$ cat config.mk
export PLATFORM = sky130hd
export DESIGN_NAME = fsm_seq_driver
export DESIGN_NICKNAME = d
export VERILOG_FILES = /design/src/rtl/fsm_seq_driver.sv
export SDC_FILE = /design/constraint.sdc
export NUM_CORES = 1
export LEC_CHECK = 0
export BUFFER_PORTS_ARGS = -buffer_cell sky130_fd_sc_hd__buf_2
export CAP_MARGIN = 40
export CORE_MARGIN = 3
export CORE_UTILIZATION = 45
export CTS_CLUSTER_DIAMETER = 200
export DETAILED_ROUTE_END_ITERATION = 16
export PLACE_DENSITY_LB_ADDON = 0.3
export SLEW_MARGIN = 0
export SYNTH_ARGS = -nofsm -noshare
export SYNTH_HDL_FRONTEND = slang
export SYNTH_SLANG_ARGS = --single-unit
$ cat constraint.sdc
create_clock -name clock -period 3.4 [get_ports clock]
set_clock_uncertainty 0.1 [all_clocks]
set_input_delay 0.68 -clock clock [delete_from_list [all_inputs] [get_ports clock]]
set_output_delay 0.68 -clock clock [all_outputs]
set_load 0.005 [all_outputs]
$ cat src/rtl/fsm_seq_driver.sv
// ----------------------------------------------------------------------------
// fsm_seq_driver
//
// Transmit-side companion to the 4-state x_in/y_out sequence detector.
// Takes a target-state request from a control master and drives the
// detector's serial input one bit per clock along the shortest path to that
// state. A shadow copy of the detector state is advanced with every bit
// driven, and the detector's y_out is checked against it.
//
// Ports
//   clock      in   1  rising-edge clock
//   reset      in   1  asynchronous, active-low
//   req_valid  in   1  target request valid
//   req_ready  out  1  high while idle; request accepted on valid && ready
//   req_state  in   2  requested target state (00=S0 .. 11=S3)
//   x_out      out  1  registered serial bit to the detector's x_in
//   busy       out  1  walk in progress
//   done       out  1  one-cycle pulse once the shadow reaches the target
//   shadow     out  2  modelled detector state
//   y_mon      in   1  detector y_out, checked against (shadow != S0)
//   sync_err   out  1  sticky y_mon mismatch flag, cleared only by reset
//
// Controller states
//   state | meaning
//   IDLE  | no walk; x_out parks at HOLD_X, requests accepted
//   RUN   | walking toward target_q; requests ignored
// ----------------------------------------------------------------------------
module fsm_seq_driver #(
    parameter logic HOLD_X = 1'b0
) (
    input  logic       clock,
    input  logic       reset,
    input  logic       req_valid,
    output logic       req_ready,
    input  logic [1:0] req_state,
    output logic       x_out,
    output logic       busy,
    output logic       done,
    output logic [1:0] shadow,
    input  logic       y_mon,
    output logic       sync_err
);

    localparam logic [1:0] S0 = 2'b00;
    localparam logic [1:0] S1 = 2'b01;
    localparam logic [1:0] S2 = 2'b10;
    localparam logic [1:0] S3 = 2'b11;

    typedef enum logic {
        IDLE = 1'b0,
        RUN  = 1'b1
    } state_t;

    state_t     state_q, state_d;
    logic [1:0] target_q, target_d;
    logic [1:0] shadow_q, shadow_d;
    logic       x_q, x_d;
    logic       done_q, done_d;
    logic       err_q, err_d;

    logic [1:0] nxt;
    logic       accept;

    // Detector transition function. S2 and S3 have no self-loop.
    function automatic logic [1:0] det_next(input logic [1:0] cur, input logic x);
        logic [1:0] n;
        n = cur;
        case (cur)
            S0:      n = x ? S1 : S0;
            S1:      n = x ? S2 : S1;
            S2:      n = x ? S1 : S3;
            S3:      n = x ? S0 : S2;
            default: n = S0;
        endcase
        return n;
    endfunction

    // First bit of the shortest path from cur to tgt. Ties are broken so
    // that S2 reaches S0 through S3 and S3 reaches S1 through S2.
    function automatic logic path_bit(input logic [1:0] cur, input logic [1:0] tgt);
        logic b;
        b = 1'b0;
        case (cur)
            S0, S1:  b = (tgt != cur);
            S2:      b = (tgt == S1);
            S3:      b = (tgt == S0);
            default: b = 1'b0;
        endcase
        return b;
    endfunction

    assign req_ready = (state_q == IDLE);
    assign accept    = req_valid && req_ready;

    // The detector samples x_out on every edge, idle or not, so the shadow
    // always advances with the bit currently on the wire.
    assign nxt = det_next(shadow_q, x_q);

    always_comb begin
        state_d  = state_q;
        target_d = target_q;
        x_d      = HOLD_X;
        done_d   = 1'b0;
        shadow_d = nxt;
        err_d    = err_q | (y_mon != (shadow_q != S0));

        case (state_q)
            IDLE: begin
                if (accept) begin
                    target_d = req_state;
                    // The walk plans from where the detector will be after
                    // this edge, not from the current shadow.
                    if (nxt == req_state) begin
                        done_d = 1'b1;
                    end else begin
                        state_d = RUN;
                        x_d     = path_bit(nxt, req_state);
                    end
                end
            end
            RUN: begin
                if (nxt == target_q) begin
                    done_d  = 1'b1;
                    state_d = IDLE;
                end else begin
                    x_d = path_bit(nxt, target_q);
                end
            end
            default: begin
                state_d = IDLE;
            end
        endcase
    end

    always_ff @(posedge clock or negedge reset) begin
        if (!reset) begin
            state_q  <= IDLE;
            target_q <= S0;
            shadow_q <= S0;
            x_q      <= HOLD_X;
            done_q   <= 1'b0;
            err_q    <= 1'b0;
        end else begin
            state_q  <= state_d;
            target_q <= target_d;
            shadow_q <= shadow_d;
            x_q      <= x_d;
            done_q   <= done_d;
            err_q    <= err_d;
        end
    end

    assign busy     = (state_q == RUN);
    assign done     = done_q;
    assign x_out    = x_q;
    assign shadow   = shadow_q;
    assign sync_err = err_q;

endmodule

# Yosys cells after proc, flatten, opt, wreduce, memory -nomap -nowiden

Cells that the tools add are included.

Bits in read-only memories: 0
Logic and storage cells: 48
Bits in writable memories: 0
Output and inout port bits: 7
Input port bits: 6
Latch bits: 0
Register bits: 8
Memories kept: 0

Shift operators: 0
Bitwise gates (word level): 2
Magnitude comparators: 0
Reduce and logical (&&, ||, !) cells: 8
Divide/modulo/power cells: 0
Add/subtract/negate cells: 0
Multipliers: 0
Muxes and demuxes: 19
Eq/ne operators: 13

Operators with widths:

| cell                                                            | count |
|---|---|
| 1-bit 2-to-1 mux                                                | 10 |
| 2-bit by 1-bit == test with 1-bit output, second input constant | 4 |
| 2-bit == test, second input constant                            | 4 |
| 2-bit logical NOT                                               | 4 |
| 2-bit case mux with 4 select lines                              | 1 |
| 2-bit 2-to-1 mux                                                | 3 |
| 1-bit case mux with 2 select lines                              | 3 |
| 1-bit case mux with 3 select lines                              | 2 |
| 2-bit == test                                                   | 2 |
| 2-bit != test                                                   | 2 |
| 2-bit AND reduction                                             | 1 |
| 2-bit nonzero test                                              | 1 |
| 2-bit OR reduction                                              | 1 |
| 1-bit logical AND                                               | 1 |
| 1-bit != test                                                   | 1 |
| 1-bit inverter                                                  | 1 |
| 1-bit bitwise OR                                                | 1 |

# Depth between registers and ports, before layout

Gate-level depths: netlist (run 1).

Depth after elaboration: 8
Mapped depth: 6
Gate-level depth less buffers: 4

# Least setup slack after synthesis (run 1)

No wires, ideal clock.

Path type: in2reg
From: input port req_state[0]
To: register state_q, in the netlist busy
Stages on the path: 5
Required time: 3.234 ns
Library setup time: 0.066 ns
Buffers on the path: 1
Data arrival time: 1.553 ns
Slack: 1.681 ns
Path through: buf_4 -> xor2_1 -> and3_4 -> o32ai_2 -> a22o_1

Longest elaborated chain between the ends: 4

RTL lines:

| what                               | RTL line | text |
|---|---|---|
| from (decl)                        | 35       | `input logic [1:0] req_state,` |
| 2-bit == test                      | 113      | `if (nxt == req_state) begin` |
| 1-bit 2-to-1 mux                   | 113      |  |
| 1-bit 2-to-1 mux                   | 109      | `if (accept) begin` |
| 1-bit case mux with 2 select lines | 107      | `case (state_q)` |
| named net state_d                  | 54       | `state_t state_q, state_d;` |
| to (signal assigned)               | 144      | `state_q <= state_d;` |
| to (decl)                          | 54       |  |

The timed path passes the listed nets, and every way through them passes these cells.
A chain may end at the register's enable or synchronous reset.

# Worst setup path after layout (run 1)

From: register shadow_q[0], in the netlist shadow[0]
To: output port shadow[0]

RTL lines:

| what                   | RTL line | text |
|---|---|---|
| from (decl)            | 56       | `logic [1:0] shadow_q, shadow_d;` |
| from (signal assigned) | 146      | `shadow_q <= shadow_d;` |
| to (decl)              | 39       | `output logic [1:0] shadow,` |

No word-level cell between the ends.

==> results of run 1 <==
## registers in the layout, indices dropped and copies added (netlist names)
name / count
busy: 1
done: 1
shadow: 2
sync_err: 1
target_q: 2
x_out: 1
## final cells by class
class                      count  area, sq um  area share, %
sequential                     8        200.2          29.14
multi-input combinational     60        381.6          55.56
timing repair buffer          12        60.06          8.743
tap                           15        18.77          2.732
clock buffer                   3        22.52          3.279
inverter                       1        3.754         0.5464
## path summary, 6_finish.rpt
path | startpoint | end | cells past startpoint
max | shadow[0]$_DFF_PN0_ | shadow[0] | 1
min | reset | sync_err$_DFF_PN0_ | 1
max reg2reg | shadow[0]$_DFF_PN0_ | done$_DFF_PN0_ | 4
min reg2reg | sync_err$_DFF_PN0_ | sync_err$_DFF_PN0_ | 1
max in group asynchronous | reset | shadow[0]$_DFF_PN0_ | 1
min in group clock | sync_err$_DFF_PN0_ | sync_err$_DFF_PN0_ | 1
## metal layers
layer  part of all wire, %  vias up
li1                      -      282
met1                    50      255
met2                    46       14
met3                   4.3        0
met4                     0        0
met5                     0        -
## power by group
group / switching (mW) / internal, mW / leakage [nW]
Clock: 0.0308 / 0.0403 / 0.0138
Combinational: 0.133 / 0.173 / 0.181
Sequential: 0.117 / 0.135 / 0.0951
## placed cells by master (no fill, tap or decap), drive strengths merged
cell type  count
buf           12
nand2         10
o21ai          8
dfrtp          8
nor2b          5
nor3b          5
nor2           4
xnor2          4
nand2b         3
o22ai          3
clkbuf         3
and3b          2
or2            2
o2111ai        2
a21oi          2
inv            1
xor2           1
and3           1
nor3           1
o32ai          1
mux2i          1
nor4bb         1
a31oi          1
a22o           1
or3            1
a21o           1
## through the flow
stage / cell area (sq um) / power, mW
3_5_place_dp: 664.4 / 0.5585
5_1_grt: 686.9 / 0.6881
6_report: 686.9 / 0.6293
4_1_cts: 686.9 / 0.6349
3_3_place_gp: 664.4 / 0.5495
2_1_floorplan: 645.6 / 0.5050
## cell families after synthesis
group           share of synthesized area, %
simple gates                           31.40
xor+xnor                               6.783
compound gates                         19.38
buf+inv                                9.882
flops                                  31.01
mux                                    1.550
==> results.txt, run 1 <==
The estimated wirelength of the detail-placed design was 936.4 microns. At the pin with the least slew margin, the transition time is 0.5836 ns. The clock net in this run drives a total of 8 sinks. The first TritonRoute pass finished after 4 iterations. The run gives 21.12% as the met1 layer usage reported by global route. The number of storage elements in the synthesis netlist works out to 8. Share of the synthesized area in the top cell type: 31.01%. For the number of levels the H-tree was split into, the log shows 1. The run finished with clean final reports. A synthesized cell averages 8.385 sq um. The detailed router finished its first iteration with 11 violations. Static timing analysis puts the maximum clock frequency at 510.6 MHz. Entering global routing, the biggest net connects 20 pins.

Global routing used 6.224% of the available met3 tracks. For the initial antenna violation count, the log shows 0. In this run the core area contains 13 standard-cell rows. The worst path buffer plus inverter count is 1. For this run, the number of standard cells in the final layout without fillers is 99.

For the number of setup buffers added after CTS, the log shows 0. The slack of the worst reg-to-reg path came out at 1.69 ns. The first global-routing pass estimated 2297 microns of wire.

After synthesis, the share of flip-flops with an asynchronous set or reset is 100.0%. The run gives 1318 sq um as the area inside the core boundary. The count of buffers added on input and output ports is 12. By area the synthesized netlist is led by dfrtp_1 (31%), o21ai_0 (6.2%), nand2_1 (5.8%). During synthesis, Yosys emitted a total of 0 warnings. Counting distinct cell types in the post-synthesis netlist gives 27. Among all flip-flop cells after synthesis, the most frequent one is dfrtp_1.

The number of clock buffers added by TritonCTS is 3. The critical path is of the reg2out type. In the routed layout, each cell is associated on average with a via count of 5.566. Post-placement cell count: 96. The type of the worst min-delay path is in2async. The ratio of final minimum period to clock period was 57.61%. The number of gates resized after CTS was 0. Broken down by cell family, the worst path's largest delay share belongs to flip-flops.

The logs give 2 for the buffer levels on the longest clock path and 1.558 ns for the worst setup slack after placement. Cell type contributing the most total cell area after synthesis: dfrtp_1. Clock-pin slew on the worst setup and hold paths: 0.05 ns. Measured along the x axis, the die boundary spans 43.88 microns.

Synthesis produced a netlist with a net count of 83. Counting instances in the post-synthesis netlist gives the leading cell types as nand2_1 (10), dfrtp_1 (8), o21ai_0 (8), nor2b_1 (5), nor3b_1 (5). Across all layers, the routed design uses 551 vias.

Cell with the most instances after synthesis: nand2_1. Data arrives at the worst endpoint at 1.18 ns. The buffer cell driving the clock tree root is clkbuf_4. The type of destination of the critical path was an output pin. For the headroom to the max-slew limit, the log shows 61.09%. The proportion of synthesized chip area in sequential cells is 31.01%.

The largest single stage delay on the critical path is 0.71 ns. From synthesis to final layout, the design area changed by 6.395%. IR analysis of the VDD net gives a maximum drop of 307.8 uV. TritonCTS built the clock tree. The clock latency of the later-clocked register in the worst-skew pair was 0.25 ns. 0 antenna diodes ended up in the layout. Dividing total power by cell area gives a power density of 916.1 nW/um^2. The number of fill cells in the layout is 128, and the vertical die dimension is 43.88 microns.

The total overflow left after global routing is 0. Pin placement for this block handled 13 I/O pins. For the number of standard cells after synthesis, the log shows 77. The number of pins exceeding their max-slew limit in the final report is 0. The critical path goes through buf_2.

The tools report the required time of the worst setup path as 2.62 ns. After detailed routing, the average wire length per cell comes to 13.98 microns. The count of nets after finishing was 92. The number of max-cap violations is 0. After global routing, the most crowded layer is met2.

The met2 track demand over resource in global routing is 25.58%. The initial utilization of the core area, before any placement, comes to 49.00%. Final hold analysis gives a worst-case slack of 0.1582 ns. The synthesized area was 645.6 sq um; the number of buffers added to fix hold violations after cts was 0. Type of element launching the critical path: a register.

The final-report hold violation count is 0. The tools report the wire length reported by the detailed router as 1384 microns. Once detail routing completed, the nets flagged for antenna violations numbered 0. Setup repair after global routing left no endpoint under its margin.

For the finished layout, the period the worst path requires is 1.959 ns. The leakage power is 0.2903 nW, and the maximum fanout count along the critical path is 19. The placer's final routability congestion estimate is 0.7914. Among all stages on the critical path, the largest delay is contributed by dfrtp_1.

Adding up every negative setup slack in the final design gives 0 ns. The overall track demand over capacity in global routing was 16.03%; the number of enable-type register cells in the synthesized netlist was 0. The proportion of layout cells with a drive suffix above 1 came out at 22.62%. The residual DRC count was 0; the final count of negative-setup-slack endpoints was 0.

The floorplan step defined a die boundary enclosing 1925 sq um. The number of global-route vias before repair is 518. Final core utilization: 52.14%. The smallest setup slack after layout came out at 1.441 ns.
No activity file was read; power rests on OpenSTA's default activity.
==> run 2, diff against run 1 <==
==> constraint.sdc (replaced) <==
create_clock -name clock -period 2 [get_ports clock]
set_clock_uncertainty 0.1 [all_clocks]
set_input_delay 0.4 -clock clock [delete_from_list [all_inputs] [get_ports clock]]
set_output_delay 0.4 -clock clock [all_outputs]
set_load 0.005 [all_outputs]
==> results.txt, run 2 (synthesis gave the netlist of run 1 again) <==
The run finished with clean final reports. The top-level port count was 13 (unchanged). The first-pass detailed-route iteration total was 4 (unchanged); the vertical die dimension was 43.88 microns (unchanged). Residual DRC count: 0 (unchanged). The placer's final routability congestion estimate is 0.7359 (-7.0%), and the clock latency of the later-clocked register in the worst-skew pair is 0.25 ns (about the same).

The run gives 0 (unchanged) as the final count of negative-setup-slack endpoints. Setup repair after global routing left no endpoint under its margin. For the number of nets still failing antenna checks after routing, the log shows 0 (unchanged).

The logs give 63.53% (+2.4 points) for the headroom to the max-slew limit and 8 (unchanged) for the CTS sink count. The total of cells resized after clock tree synthesis was 0 (unchanged). The ratio of routed vias to standard cells was 5.650 (+1.5%); the first-pass GRT wire length was 2070 microns (-9.9%). The estimated wirelength of the detail-placed design was 944.3 microns (+0.84%). The worst endpoint data arrival time is 1.69 ns (+0.51 ns), and the proportion of layout cells with a drive suffix above 1 is 22.35% (-0.27 points).

The smallest setup slack after layout came out at 0.3216 ns (-1.120 ns). The worst setup slack after placement was 0.3421 ns (-1.216 ns); the ratio of final minimum period to clock period was 83.92%. The tools report the final-report hold violation count as 0 (unchanged). The leakage power is 0.2945 nW (+1.4%). The count of buffers inserted at the top-level ports came out at 12 (unchanged).

The library cells used most frequently in the layout, excluding fill and tap cells, are buf_2 (12), nand2_1 (10), o21ai_0 (8), dfrtp_1 (8). The root buffer cell chosen for the clock tree is clkbuf_4. The slew at the pin closest to its max-slew limit was 0.5470 ns (-0.03666 ns); the area overhead of the layout relative to synthesis was 7.946%.

The count of inserted antenna diode cells is 0 (unchanged). The start-to-end type of the worst setup path was reg2reg. The top achievable clock speed was 595.8 MHz; the buffer levels on the longest clock path was 2 (unchanged). Wire length reported by the detailed router: 1314 microns (-5.1%).

The power density normalized to cell area was 1529 nW/um^2 (+67%). TritonCTS built the clock tree. The run gives 0 (unchanged) as the initial antenna violation count. The worst setup path is captured at a register. The logs give 0 ns (unchanged) for the final sum of negative setup slack and 816.1 uV (+170%) for the highest ir drop seen on vdd. The final cell area excluding filler cells is 696.9 sq um (+1.5%).

The width of the chip works out to 43.88 microns (unchanged). The number of pins exceeding their max-slew limit in the final report was 0 (unchanged); the number of DRC markers after the initial detailed-route iteration was 22 (+11). The overall track demand over capacity in global routing was 14.76% (-1.3 points).

For the number of levels the H-tree was split into, the log shows 1 (unchanged). The initial core utilization is 49.00% (unchanged). The required time of the worst setup path came out at 2.02 ns (-0.60 ns). The routed via count came out at 565 (+2.5%). The library cell used most frequently in the layout, excluding fill and tap cells, is buf_2. The clock-pin slew on the worst setup and hold paths works out to 0.05 ns (about the same). The average wire per standard cell was 13.14 microns (-6.0%); the maximum fanout count along the critical path was 19 (unchanged). The cell area reported after detailed placement was 664.4 sq um (unchanged); the number of max-cap violations was 0 (unchanged). The routed design could run at a clock period as short as 1.678 ns. Number of global-route vias before repair: 468 (-9.7%). For the count of nets after finishing, the log shows 93 (+1.1%).

The tightest min-delay check is of the in2reg type. The remaining global-route overflow was 0 (unchanged). The worst setup path is launched from a register. The floorplan die area came out at 1925 sq um (unchanged). The floorplan row count came out at 13 (unchanged). The logs give 1318 sq um (unchanged) for the area inside the core boundary and 3 (unchanged) for the number of CTS-inserted buffers.

The maximum number of pins on one net before global-route repair came out at 20 (unchanged).
-- run 2: worst max-delay path, stage by stage (launching register included) --
cell and delay, ns:
dfrtp_1 0.68, xor2_1 0.16, and3_4 0.21, o32ai_2 0.27
o22ai_1 0.12
-- run 2: worst paths after layout --
| check | start | end | slack [ns] | cells after the start |
|---|---|---|---|---|
| worst max-delay path | shadow[0]$_DFF_PN0_ | done$_DFF_PN0_ | 0.32 | 4 |
| worst min-delay path | y_mon | sync_err$_DFF_PN0_ | 0.35 | 3 |
| worst max register to register | shadow[0]$_DFF_PN0_ | done$_DFF_PN0_ | 0.32 | 4 |
| worst min register to register | sync_err$_DFF_PN0_ | sync_err$_DFF_PN0_ | 0.35 | 1 |
| max in group asynchronous | reset | x_out$_DFF_PN0_ | 1.22 | 2 |
| min in group asynchronous | reset | busy$_DFF_PN0_ | 0.42 | 2 |
-- run 2: report_power, final --
part	switching [mW]	total [mW]	internal, mW
logic	0.229	0.524	0.295
registers	0.194	0.425	0.230
clock network	0.0485	0.117	0.0682
total	0.472	1.07	0.593
-- run 2: final cells by class --
class / instances / area [sq um]
Tap cell: 15 / 18.77
Multi-Input combinational cell: 60 / 381.6
Sequential cell: 8 / 200.2
Inverter: 1 / 3.754
Fill cell: 142 / 620.6
Timing Repair Buffer: 13 / 70.07
Clock buffer: 3 / 22.52
-- run 2: per-stage QoR --
stage / power, mW / hold WS [ns] / cells / util [%]
after floorplan: 0.8584 / 0.004409 / 77 / -
after global placement: 0.9255 / 0.1501 / 96 / 50.43
after detailed placement: 0.9458 / 0.1535 / 96 / 50.43
after CTS: 1.072 / 0.3380 / 100 / 52.90
after global routing: 1.155 / 0.3650 / 100 / 52.90
final: 1.065 / 0.3456 / 100 / 52.90
-- run 2: timing repair --
item,CTS,global route
hold endpoints to repair,8,0
buffers inserted,0,0
hold buffers,1,0
-- run 2: routing by layer --
layer  part of all wire (%)  GRT usage, %  up-vias
met2                     47         22.67       16
met3                    5.3         6.224        0
met5                      0             0        -
met4                      0         3.614        0
met1                     47         19.08      261
li1                       -             -      288
==> run 3, diff against run 2 <==
==> constraint.sdc (replaced) <==
create_clock -name clock -period 1.7 [get_ports clock]
set_clock_uncertainty 0.1 [all_clocks]
set_input_delay 0.34 -clock clock [delete_from_list [all_inputs] [get_ports clock]]
set_output_delay 0.34 -clock clock [all_outputs]
set_load 0.005 [all_outputs]
==> results.txt, run 3 (synthesis gave the netlist of run 1 again) <==
The startpoint of the tightest hold check path was y_mon. For the net switching power of the design, the log shows 551.8 uW (+17%). Subtracting the final worst setup slack from the clock period gives 1.509 ns.

The first-pass GRT wire length was 2139 microns (+3.3%); the estimated wirelength of the detail-placed design was 903.4 microns (-4.3%). The first-pass detailed-route iteration total is 4 (unchanged), and the initial core utilization is 49.00% (unchanged). Type of destination of the critical path: an output pin. The slew at the pin closest to its max-slew limit came out at 0.4552 ns (-0.09182 ns).

The commonest non-fill, non-tap cell in the layout was buf_2. For the number of DRC markers after the initial detailed-route iteration, the log shows 12 (-45%). For the top-level port count, the log shows 13 (unchanged). The average wire per standard cell is 12.61 microns (-4.0%), and the power density normalized to cell area is 1797 nW/um^2 (+18%). From synthesis to final layout, the design area changed by 9.302%. Walking the worst path, the cells encountered are buf_2. The worst endpoint data arrival time is 1.07 ns (-0.62 ns), and the final count of negative-setup-slack endpoints is 0 (unchanged). The cell area reported after detailed placement was 671.9 sq um (+1.1%). The residual DRC count was 0 (unchanged); the non-filler instance count after layout was 101 (+1.0%). The worst path buffer plus inverter count is 1 (+1).

The run gives 19 (-5.0%) as the maximum number of pins on one net before global-route repair. CTS placed an instance of clkbuf_4 at the clock tree root. The number of CTS-inserted buffers is 3 (unchanged). TritonCTS built the clock tree.

The number of pins exceeding their max-slew limit in the final report came out at 0 (unchanged). The clock-pin slew on the worst setup and hold paths works out to 0.05 ns (about the same). The remaining global-route overflow came out at 0 (unchanged). The critical path in this run is classified as reg2out. The floorplan row count is 13 (unchanged).

The maximum cell stage delay along the critical path came out at 0.62 ns (-0.06 ns). The run gives 1 (unchanged) as the number of levels the H-tree was split into. The logs give 1274 microns (-3.0%) for the wire length reported by the detailed router and 0 (unchanged) for the number of setup buffers added after CTS.

The vertical die dimension was 43.88 microns (unchanged); the area inside the core boundary was 1318 sq um (unchanged). The path with the worst hold slack has its endpoint at sync_err$_DFF_PN0_. The logs give 124 (-13%) for the number of fill cells in the layout and 0 (unchanged) for the number of nets still failing antenna checks after routing.

The proportion of layout cells with a drive suffix above 1 was 24.42% (+2.1 points); the share of power burned in the clock network was 11.4% (+0.4 points). STA classifies the critical path startpoint as a register. The number of max-cap violations was 0 (unchanged). The cell with the biggest individual delay on the critical path was dfrtp_1.

For the buffer levels on the longest clock path, the log shows 2 (unchanged). Routed via count: 571 (+1.1%). The slack of the worst reg-to-reg path was 0.19 ns (-0.13 ns); the floorplan die area was 1925 sq um (unchanged). The fraction of power spent switching nets works out to 43.51% (-0.80 points).

Final sum of negative setup slack: 0 ns (unchanged). The tools report the post-placement cell count as 97 (+1.0%). Setup repair after global routing left no endpoint under its margin. Dividing the final minimum period by the clock period gives 88.76%. The initial antenna violation count is 0 (unchanged).

The run gives 94 (+1.1%) as the count of nets after finishing. For the CTS sink count, the log shows 8 (unchanged). The worst hold path belongs to the class in2reg.

The run gives 705.7 sq um (+1.3%) as the final cell area excluding filler cells. The leakage power came out at 0.2980 nW (+1.2%). The cell family contributing the most delay on the critical path is flip-flops. The top cell types in the final layout, fill and taps aside, are buf_2 (12), nand2_1 (10), o21ai_0 (8), dfrtp_1 (7). For the placer's final routability congestion estimate, the log shows 0.8392 (+14%). The worst hold path stage count was 3 (unchanged).

In this run the critical register-to-register path is captured at busy$_DFF_PN0_. The width of the chip was 43.88 microns (unchanged). The logs give 716.4 uW (+21%) for the internal power and 36.6% (-3.3 points) for the share of power burned in registers. The number of cells traversed by the worst register-to-register path is 4 (unchanged). The count of inserted antenna diode cells is 0 (unchanged). The share of power burned in combinational logic is 52.1% (+2.9 points), and the number of global-route vias before repair is 488 (+4.3%).

The maximum fanout count along the critical path is 16 (-3), and the headroom to the max-slew limit is 69.66% (+6.1 points). The tools report the clock latency of the later-clocked register in the worst-skew pair as 0.25 ns (about the same). Count of buffers inserted at the top-level ports: 12 (unchanged). The tools report the overall track demand over capacity in global routing as 14.93% (+0.17 points). The flow ran to the end, and the final reports show no timing, DRC or antenna violations.

The highest ir drop seen on vdd came out at 1030 uV (+26%). Required time of the worst setup path: 1.26 ns (-0.76 ns). The ratio of routed vias to standard cells is 5.653 (about the same).

The tools report the start of the worst register-to-register path as shadow[1]$_DFF_PN0_. For the final-report hold violation count, the log shows 0 (unchanged). The top achievable clock speed is 662.7 MHz.
-- run 3: cell types whose count changed in the layout (fill, tap and decap cells not counted) --
cell | before | now
dfrtp_2 | 0 | 1
dfrtp_1 | 8 | 7
buf_4 | 0 | 1
-- run 3: stage by stage --
| step | hold WS, ns | util, % | total power, mW | setup slack [ns] |
|---|---|---|---|---|
| detailed placement | 0.09583 | 51.00 | 1.116 | 0.08317 |
| floorplan | -0.05559 | - | 1.010 | 0.2721 |
| global route | 0.2970 | 53.56 | 1.383 | 0.07597 |
| CTS | 0.2845 | 53.47 | 1.272 | 0.08598 |
| finish | 0.2853 | 53.56 | 1.268 | 0.1911 |
| global placement | 0.09292 | 51.00 | 1.097 | 0.1409 |
-- run 3: worst max path at each step --
stage / depth (start not counted) / slack [ns] / to / startpoint
after floorplan: 5 / 0.27 / busy$_DFF_PN0_ / shadow[0]$_DFF_PN0_
after detailed placement: 4 / 0.08 / busy$_DFF_PN0_ / shadow[1]$_DFF_PN0_
final: 1 / 0.19 / x_out / x_out$_DFF_PN0_
after global placement: 4 / 0.14 / x_out$_DFF_PN0_ / shadow[1]$_DFF_PN0_
after global routing: 4 / 0.08 / busy$_DFF_PN0_ / shadow[1]$_DFF_PN0_
after CTS: 4 / 0.09 / busy$_DFF_PN0_ / shadow[1]$_DFF_PN0_
-- run 3: routing by layer --
layer / up-vias / track usage, % / part of all wire (%) / wire length [microns]
met5: - / 0 / 0 / 0
met4: 0 / 4.217 / 1.1 / 14
met3: 2 / 6.224 / 5.5 / 70
met2: 15 / 23.84 / 49 / 619
met1: 267 / 18.32 / 45 / 569
li1: 287 / - / - / -
-- run 3: repair_timing --
action                     in CTS  in global routing
resized for setup               0                  1
hold buffers                    1                  0
hold endpoints to repair        8                  0
setup endpoints to repair       0                  2
-- run 3: cell type report --
class	count	area [sq um]	share of cell area (%)
Clock buffer	3	22.52	3.191
Inverter	1	3.754	0.5319
Multi-Input combinational cell	60	381.6	54.08
Sequential cell	8	201.4	28.55
Tap cell	15	18.77	2.660
Timing Repair Buffer	14	77.57	10.99
-- run 3: power by group through the flow --
| stage | sequential, mW | combinational, mW | clock (mW) |
|---|---|---|---|
| after floorplan | 0.344 | 0.666 | 0 |
| after global placement | 0.455 | 0.643 | 0 |
| after detailed placement | 0.463 | 0.653 | 0 |
| after CTS | 0.458 | 0.663 | 0.151 |
| after global routing | 0.488 | 0.731 | 0.164 |
| final | 0.464 | 0.660 | 0.144 |
-- run 3: worst reg2reg max path, cell delays in order (launching register included) --
cell and delay, ns:
dfrtp_2 0.51, or2_2 0.34, mux2i_1 0.14, o22ai_1 0.11, a22o_1 0.20
